==> src/rtl/exception_sequencer.sv <==
// exception_sequencer
//   Sequences exception entry for a multicycle CPU. An accepted event saves
//   EPC, reads the handler address from the fixed vector location, then loads
//   PC with that memory word via the EX_control select. The main control unit
//   stalls on exc_busy until the sequence completes.
//
// Ports
//   clk         in   system clock, rising edge
//   reset       in   asynchronous active-high reset
//   opcode_exc  in   invalid-opcode event
//   ovf_exc     in   ALU overflow event
//   div0_exc    in   divide-by-zero event
//   exc_busy    out  sequence in progress (hold off PC/IR writes)
//   exc_done    out  one-cycle pulse on completion
//   cause       out  00 none, 01 opcode, 10 overflow, 11 div0 (sticky)
//   exc_addr    out  zero-extended vector address decoded from cause
//   iord_exc    out  selects exc_addr onto the memory address mux
//   mem_read    out  memory read request
//   epc_write   out  EPC load enable
//   EX_control  out  PC mux select: 0 = PCSource, 1 = memory output
//   pc_write    out  PC load enable
module exception_sequencer #(
  parameter int MEM_LATENCY = 1,
  parameter int VEC_OPCODE  = 253,
  parameter int VEC_OVF     = 254,
  parameter int VEC_DIV0    = 255
) (
  input  logic        clk,
  input  logic        reset,
  input  logic        opcode_exc,
  input  logic        ovf_exc,
  input  logic        div0_exc,
  output logic        exc_busy,
  output logic        exc_done,
  output logic [1:0]  cause,
  output logic [31:0] exc_addr,
  output logic        iord_exc,
  output logic        mem_read,
  output logic        epc_write,
  output logic        EX_control,
  output logic        pc_write
);

  typedef enum logic [2:0] {
    S_IDLE,
    S_SAVE_EPC,
    S_ADDR,
    S_WAIT,
    S_LOAD_PC,
    S_DONE
  } state_e;

  localparam logic [2:0] CNT_INIT = 3'(MEM_LATENCY - 1);

  state_e     state_q, state_d;
  logic [2:0] cnt_q, cnt_d;
  logic [1:0] cause_q, cause_d;

  always_ff @(posedge clk or posedge reset) begin
    if (reset) begin
      state_q <= S_IDLE;
      cnt_q   <= '0;
      cause_q <= 2'b00;
    end else begin
      state_q <= state_d;
      cnt_q   <= cnt_d;
      cause_q <= cause_d;
    end
  end

  // Next-state, wait counter and cause capture.
  always_comb begin
    state_d = state_q;
    cnt_d   = cnt_q;
    cause_d = cause_q;
    unique case (state_q)
      S_IDLE: begin
        // Fixed priority: opcode > overflow > div0; losers are dropped.
        if (opcode_exc) begin
          cause_d = 2'b01;
          state_d = S_SAVE_EPC;
        end else if (ovf_exc) begin
          cause_d = 2'b10;
          state_d = S_SAVE_EPC;
        end else if (div0_exc) begin
          cause_d = 2'b11;
          state_d = S_SAVE_EPC;
        end
      end
      S_SAVE_EPC: state_d = S_ADDR;
      S_ADDR: begin
        cnt_d   = CNT_INIT;
        state_d = S_WAIT;
      end
      S_WAIT: begin
        // Counter starts at MEM_LATENCY-1, so WAIT spans MEM_LATENCY cycles.
        if (cnt_q == 3'd0) begin
          state_d = S_LOAD_PC;
        end else begin
          cnt_d = cnt_q - 3'd1;
        end
      end
      S_LOAD_PC: state_d = S_DONE;
      S_DONE:    state_d = S_IDLE;
      default:   state_d = S_IDLE;
    endcase
  end

  // Moore outputs: decoded from the state register only.
  always_comb begin
    exc_busy   = 1'b1;
    exc_done   = 1'b0;
    iord_exc   = 1'b0;
    mem_read   = 1'b0;
    epc_write  = 1'b0;
    EX_control = 1'b0;
    pc_write   = 1'b0;
    unique case (state_q)
      S_IDLE:     exc_busy = 1'b0;
      S_SAVE_EPC: epc_write = 1'b1;
      S_ADDR, S_WAIT: begin
        iord_exc = 1'b1;
        mem_read = 1'b1;
      end
      S_LOAD_PC: begin
        EX_control = 1'b1;
        pc_write   = 1'b1;
      end
      S_DONE:  exc_done = 1'b1;
      default: exc_busy = 1'b0;
    endcase
  end

  // Vector address is a pure decode of the sticky cause register.
  always_comb begin
    exc_addr = 32'd0;
    unique case (cause_q)
      2'b01:   exc_addr = 32'(VEC_OPCODE);
      2'b10:   exc_addr = 32'(VEC_OVF);
      2'b11:   exc_addr = 32'(VEC_DIV0);
      default: exc_addr = 32'd0;
    endcase
  end

  assign cause = cause_q;

endmodule
==> config.mk <==
export PLATFORM = sky130hd
export DESIGN_NAME = exception_sequencer
export DESIGN_NICKNAME = d
export VERILOG_FILES = /design/src/rtl/exception_sequencer.sv
export SDC_FILE = /design/constraint.sdc
export NUM_CORES = 1
export LEC_CHECK = 0
export CAP_MARGIN = 30
export CORE_ASPECT_RATIO = 0.8
export CORE_MARGIN = 4
export CORE_UTILIZATION = 32
export CTS_CLUSTER_SIZE = 20
export DETAILED_ROUTE_END_ITERATION = 6
export PLACE_DENSITY = 0.76
export SYNTH_ARGS = -nofsm -noshare
export SYNTH_HDL_FRONTEND = slang
export SYNTH_SLANG_ARGS = --single-unit
export TNS_END_PERCENT = 20
==> constraint.sdc <==
create_clock -name clk -period 1.4 [get_ports clk]
set_input_delay 0.21 -clock clk [delete_from_list [all_inputs] [get_ports clk]]
set_output_delay 0.21 -clock clk [all_outputs]
set_load 0.05 [all_outputs]
# After elaboration in Yosys (flattened, before gate mapping)
# Index checks and enable logic that the tools add are counted.
# Widths: inputs -> output; s select.
# op_classes
addsub	1
multipliers	0
div	0
magnitude_cmp	0
n_eq_ne	11
n_shift	0
n_mux	16
bitwise_logic	0
n_reduce_logical	9
# op_table
operator	count
$pmux 8 s3	1
$mux 3	5
$pmux 3 s5	1
$eq 3x2->1 const B	2
$eq 3x3->1 const B	2
$logic_not 3->1	2
$mux 2	3
$pmux 3 s2	1
$reduce_and 2->1	3
$mux 1	5
$reduce_or 5->1	1
$eq 2x2->1 const B	2
$ne 2x2->1 const B	2
$ne 4x4->1 const B	1
$eq 3x1->1 const B	1
$reduce_bool 3->1	1
$sub 3x1->3 const B	1
$eq 2x1->1 const B	1
$reduce_bool 2->1	1
$reduce_or 2->1	1
# totals
reg_bits	8
latchBits	0
mem_bits_rw	0
mem_bits_ro	0
inputBits	5
n_memories	0

# Longest topological paths before layout
# Gate-level depths: netlist (run 1).
# logic_depth
ltp_word	4
ltp_mapped	6
depth_no_buf	6

# Worst setup path before layout (run 1)
# No wires, ideal clock.
# synth_timing
kind	register -> output
start	reg state_q[0]
end	out epc_write
arrival_ns	1.746
t_required_ns	1.190
slack_ns	-0.556
stages_incl_launch_ff	3
cell_sequence	dfrtp_1 > clkbuf_1 > nor3b_1
# synth_via
elab_chain_len	2
# synth_rtl
element	line_no	source
start: declaration	55	state_e state_q, state_d;
start signal: assignment	65	state_q <= state_d;
$eq 3x1->1	118	unique case (state_q)
$mux 1	118	
end: declaration	39	output logic epc_write,
# No other way between the ends.

# Worst setup path after layout (run 1)
# layout_timing
start	reg state_q[2]
end	out epc_write
# The elaborated chain is that of the path after synthesis.

==> summary.md, run 1 <==
| Metric | Value |
|---|---|
| Yosys warns | 0 |
| M1 WL | 553 um |
| Arrival @ worst endpoint | 1.23 ns |
| FF+latch area | 204 um^2 |
| Vias/cell | 4.23 |
| Fin worst setup slack | -0.0370 ns |
| Status | finished, violations left |
| EDFF count, synth | 0 |
| Vias in the first global route | 500 |
| Setup TNS | -0.148 ns |
| Final net count | 115 |
| Clk pin slew, worst setup/hold paths | 0.06 ns |
| Fmax | 0.696 GHz |
| Clock Tree Root | clkbuf_4 |
| Top Ports | 46 |
| Met3 wire length | 183 um |
| Cts bufs inserted | 3 |
| Yosys top cell area share | 0.323 |
| Failing checks | negative setup slack |
| Chip Width | 61.1 um |
| Initial core utilization | 0.334 |
| HPWL Detailed | 1.10 mm |
| Layout cell share with drive strength beyond 1 | 0.509 |
| GRT Residual Overflow | 0 |
| RSZ-0062 raised after global routing | yes |
| CTS tree | built |
| Total Routing Usage GR | 0.0956 |
| Required time of the critical path | 1.19 ns |
| PortBufs | 21 |
| Worst Path Max Fanout | 6 |
| HP Class | primary input to asynchronous set/reset pin |
| H-tree levels | 1 |
| Final-report hold violation count | 0 |
| Leading area contributor after synthesis | buf_4 |
| Register area share after synthesis | 0.278 |
| Core area | 2160 um^2 |
| Fin crit share | 1.03 |
| Yosys reg bits | 8 |
| P&R area growth vs syn | 51.2% |
| Lkg Pwr | 0.514 nW |
| DIE HEIGHT | 50.4 um |
| Multi-input combinational cell area | 395 um^2 |
| Max Used Layer | met4 |
| DRC viols | 0 |
| Antenna violations before repair | 0 |
| Peak supply drop | 1.81 mV |
| Sink Count | 8 |
| GPL Wtd Cong | 0.711 |
| Ranking of synthesized cells by area | buf_4, dfrtp_1, inv_1 |
| ANT cells | 0 |
| # rows | 15 |
| Top_reg_cell synth | dfrtp_1 |
| PD cells | 2560 nW/um^2 |
| Vias | 554 |
| Final ANT Viol Nets | 0 |
| Crit path launch type | register |
| Skew final | 0.00527 ns |
| Max cap viols | 0 |
| Wire per inst | 11.0 um |
| Post-placement cell area | 960 um^2 |
| Cells after synthesis | 82 |
| Crit path time final | 1.44 ns |
| Fillers | 181 |
| Synth Cell Area | 721 um^2 |
| # setup viols final | 8 |
| Async SR Flop Fraction | 1.00 |
| Initial drt markers | 7 |
| Routed met2 length | 678 um |
| Placed cells | 124 |
| Skew-Pair Late Insertion Delay | 0.25 ns |
| Largest net degree at the start of global routing | 9 |
| CP Capture Type | primary output |
| Syn Area/Cell | 8.79 um^2 |
| Initial DRT Pass Iterations | 4 |
| Distinct cells, synth | 30 |
| Count of pins over their slew limit | 0 |
| Final Instance Count excl. Fillers | 131 |
| Final WL | 1.44 mm |
| Clock Path Buffers | 2 |
| First-pass GRT wire length | 2.17 mm |
| Fin area | 1090 um^2 |
| Total die area | 3080 um^2 |
| Critical path class | register to primary output |
[final timing paths]
| path | cells after the start | end | slack [ns] | start |
|---|---|---|---|---|
| worst max-delay path | 3 | epc_write | -0.04 | state_q[2] |
| worst min-delay path | 2 | cnt_q[2] | 0.21 | reset |
| worst max register to register | 4 | cnt_q[0] | 0 | state_q[2] |
| worst min register to register | 1 | cnt_q[2] | 0.55 | cnt_q[2] |
| max in group asynchronous | 2 | state_q[1] | 0.92 | reset |
| min in group clk | 1 | cnt_q[2] | 0.55 | cnt_q[2] |
[state kept, by name (all words and copies together), names as in the netlist]
signal and count:
cause 2, cnt_q 3, state_q 3
[cell usage after synthesis, types with 2 or more instances]
cell and instances:
dfrtp_1 8, o31ai_1 2, a21oi_1 3, nand2_1 2, a22o_1 2, ha_1 2, inv_1 7, buf_4 31
clkbuf_1 3, nor3_1 2
[cell type report]
type                       count  area share
clock buffer                   3      0.0207
inverter                       7      0.0276
multi-input combinational     54       0.363
sequential                     8       0.187
tap                           25      0.0287
timing repair buffer          34       0.373
[stage by stage]
step           hold WS, ns   util  total power, mW  setup slack, ns
2_1_floorplan       0.0257      -             1.69           -0.226
3_3_place_gp         0.479  0.445             2.36          -0.0610
3_5_place_dp         0.482  0.445             2.39           -0.118
4_1_cts              0.218  0.497             2.77          -0.0383
5_1_grt              0.245  0.505             2.92           -0.104
6_report             0.211  0.505             2.79          -0.0370
[routing by layer]
| metal | global-route usage | up-vias |
|---|---|---|
| met5 | 0 | - |
| met4 | 0.0253 | 0 |
| met3 | 0.0566 | 2 |
| met2 | 0.134 | 32 |
| met1 | 0.123 | 254 |
| li1 | - | 266 |
[placed cells by master (no fill, tap or decap), drive strengths merged]
cell           netlist  routed
a21oi                3       3
a221oi               1       1
a22o                 2       2
a32oi                1       1
and2                 1       1
and3                 1       1
and3b                1       1
buf                 33      30
clkbuf               3       3
clkdlybuf4s50        0       4
clkinvlp             0       1
conb                 1      24
dfrtp                8       8
ha                   2       2
inv                  7       6
mux2                 1       1
nand2                2       2
nand2b               2       2
nand3                1       1
nor2                 1       1
nor3                 3       3
nor3b                1       1
o211ai               1       1
o21ai                1       1
o31ai                2       2
or2                  1       1
or3                  1       1
or4b                 1       1
[report_power, final]
group | switching [mW] | internal, mW
combinational | 1.25 | 0.936
clock | 0.0796 | 0.0982
sequential | 0.122 | 0.308
[logic make-up after synthesis]
group	synth area share
fa+ha+maj	0.0347
simple gates	0.155
compound gates	0.115
buf+inv	0.398
mux	0.0156
flops	0.278
other cells	0.00520
[critical path, cell delays in order (launching register included)]
cell and delay [ns]:
dfrtp_2 0.44, buf_6 0.15, nor3b_4 0.21, buf_12 0.17
[repair_timing]
action	in CTS	in global routing
resized for setup	16	5
setup endpoints to repair	11	16
buffers inserted	4	0
pin swaps	4	3
hold buffers	0	0
gates cloned	0	0
Note: power is estimated with default switching activity, not from simulation.
==> run 2: changes to the inputs <==
Settings changed: CORE_UTILIZATION 32 to 36, PLACE_DENSITY 0.76 to 0.81.
Clock period 1.4 ns to 1.65 ns, I/O delays scaled along.
==> run 2 against run 1 <==
The run now ends clean; worst setup slack better by 0.11 ns; total power shrank 29%; die area down 9.5%; critical path type unchanged; largest cell class is now multi-input combinational cells.
==> summary.md, run 2 (synthesis results as in run 1) <==
| Metric | Value |
|---|---|
| Most frequent cells in the layout | conb_1, buf_4, inv_1, buf_12, dfrtp_1 (was conb_1, buf_4, buf_12, dfrtp_1) |
| Initial drt markers | 4 (was 7) |
| Final Core Density | 0.465 (was 0.505) |
| Pwr Total | 1.97 mW (was 2.79 mW) |
| Fmax | 0.632 GHz |
| Final ANT Viol Nets | 0 (unchanged) |
| Status | finished clean (was finished, violations left) |
| Required time of the critical path | 1.40 ns (was 1.19 ns) |
| Sink Count | 8 (unchanged) |
| H-tree levels | 1 (unchanged) |
| Critical Path Source | state_q[0] (was state_q[2]) |
| Fillers | 189 (was 181) |
| Layout cell share with drive strength beyond 1 | 0.340 (was 0.509) |
| Reg2Reg Launch Point | cnt_q[0] (was state_q[2]) |
| PortBufs | 21 (unchanged) |
| Total die area | 2790 um^2 (was 3080 um^2) |
| Cts bufs inserted | 3 (unchanged) |
| Antenna violations before repair | 0 (unchanged) |
| RSZ-0062 raised after global routing | yes (unchanged) |
| Peak supply drop | 1.12 mV (was 1.81 mV) |
| Vias | 479 (was 554) |
| CP Capture Type | primary output (unchanged) |
| Largest net degree at the start of global routing | 11 (was 9) |
| P&R area growth vs syn | 22.0% (was 51.2%) |
| Fin worst setup slack | 0.0681 ns (was -0.0370 ns) |
| Final WL | 1.21 mm (was 1.44 mm) |
| Skew-Pair Late Insertion Delay | 0.25 ns (about the same) |
| Commonest non-fill, non-tap cell in the layout | conb_1 (unchanged) |
| Hold_ws | 0.246 ns (was 0.211 ns) |
| Fin crit share | 0.959 |
| Critical path class | register to primary output (unchanged) |
| DRC viols | 0 (unchanged) |
| Total Routing Usage GR | 0.0811 (was 0.0956) |
| CP endpoint | exc_busy (was epc_write) |
| Initial DRT Pass Iterations | 2 (was 4) |
| Vias in the first global route | 365 (was 500) |
| HP Class | primary input to asynchronous set/reset pin (unchanged) |
| CTS tree | built (unchanged) |
| Worst Path Max Fanout | 10 (was 6) |
| Clock Path Buffers | 2 (unchanged) |
| GRT Residual Overflow | 0 (unchanged) |
| Worst R2R Path Depth | 5 (was 4) |
| Final net count | 103 (was 115) |
| Flop2flop setup slack | 0.11 ns (was 0 ns) |
| Initial core utilization | 0.381 (was 0.334) |
| Clock Tree Root | clkbuf_4 (unchanged) |
| Chip Width | 58.0 um (was 61.1 um) |
| Max cap viols | 0 (unchanged) |
| Count of pins over their slew limit | 0 (unchanged) |
| First-pass GRT wire length | 1.64 mm (was 2.17 mm) |
| Top Ports | 46 (unchanged) |
| Lkg Pwr | 0.429 nW (was 0.514 nW) |
| Final-report hold violation count | 0 (unchanged) |
| Placed cells | 115 (was 124) |
| Pre-CTS setup slack | 0.115 ns (was -0.118 ns) |
| Hold Buf Count CTS | 0 (unchanged) |
| Vias/cell | 4.06 (was 4.23) |
| GPL Wtd Cong | 0.725 (was 0.711) |
| Clk pin slew, worst setup/hold paths | 0.05 ns (was 0.06 ns) |
| Skew final | 0.00109 ns (was 0.00527 ns) |
| # rows | 14 (was 15) |
| Reg-to-reg endpoint | cnt_q[0] (unchanged) |
| Wire per inst | 10.3 um (was 11.0 um) |
| ANT cells | 0 (unchanged) |
| Arrival @ worst endpoint | 1.33 ns (was 1.23 ns) |
| Crit path time final | 1.58 ns |
| PD cells | 2240 nW/um^2 (was 2560 nW/um^2) |
| Core area | 1890 um^2 (was 2160 um^2) |
| HPWL Detailed | 1.00 mm (was 1.10 mm) |
| Final Instance Count excl. Fillers | 118 (was 131) |
| Crit path launch type | register (unchanged) |
| # setup viols final | 0 (was 8) |
| DIE HEIGHT | 48.0 um (was 50.4 um) |
-- run 2: timing repair --
| action | CTS | global route |
|---|---|---|
| pin swaps | 0 | 0 |
| setup endpoints to repair | 3 | 3 |
| buffers inserted | 0 | 0 |
| resized for setup | 2 | 3 |
-- run 2: worst max-delay path, cell delays in order, from the launching register on --
cell and delay (ns):
dfrtp_1 0.50, nor3_4 0.30, a21oi_1 0.10, buf_12 0.17
-- run 2: power by group --
part	switching [mW]	internal, mW	total [mW]
logic	0.915	0.512	1.43
registers	0.138	0.258	0.396
clock network	0.0661	0.0832	0.149
total	1.12	0.854	1.97
-- run 2: metrics by stage --
step	cell area [um^2]	TNS (ns)
2_1_floorplan	812	-0.0423
3_3_place_gp	845	0
3_5_place_dp	845	0
4_1_cts	870	0
5_1_grt	880	-0.00550
6_report	880	0
-- run 2: how the worst min path moves through the flow --
stage / depth (start not counted) / from / endpoint / slack, ns
floorplan: 1 / reset / cause[0] / 0.06
global placement: 1 / cnt_q[2] / cnt_q[2] / 0.51
detailed placement: 2 / reset / cnt_q[2] / 0.52
finish: 2 / reset / cnt_q[2] / 0.25
global route: 2 / reset / cnt_q[2] / 0.29
CTS: 2 / reset / cnt_q[0] / 0.26
-- run 2: area by class of cell --
type / count / area, um^2 / share of cell area
Multi-Input combinational cell: 54 / 335 / 0.381
Clock buffer: 3 / 22.5 / 0.0256
Tap cell: 24 / 30.0 / 0.0341
Inverter: 7 / 26.3 / 0.0299
Sequential cell: 8 / 203 / 0.230
Timing Repair Buffer: 22 / 263 / 0.299
-- run 2: routing by layer --
metal	up-vias	GRT usage	share of wire
met5	-	0	0
met3	0	0.0485	0.099
met2	23	0.140	0.51
met4	0	0.0139	0
met1	217	0.0895	0.39
li1	239	-	-
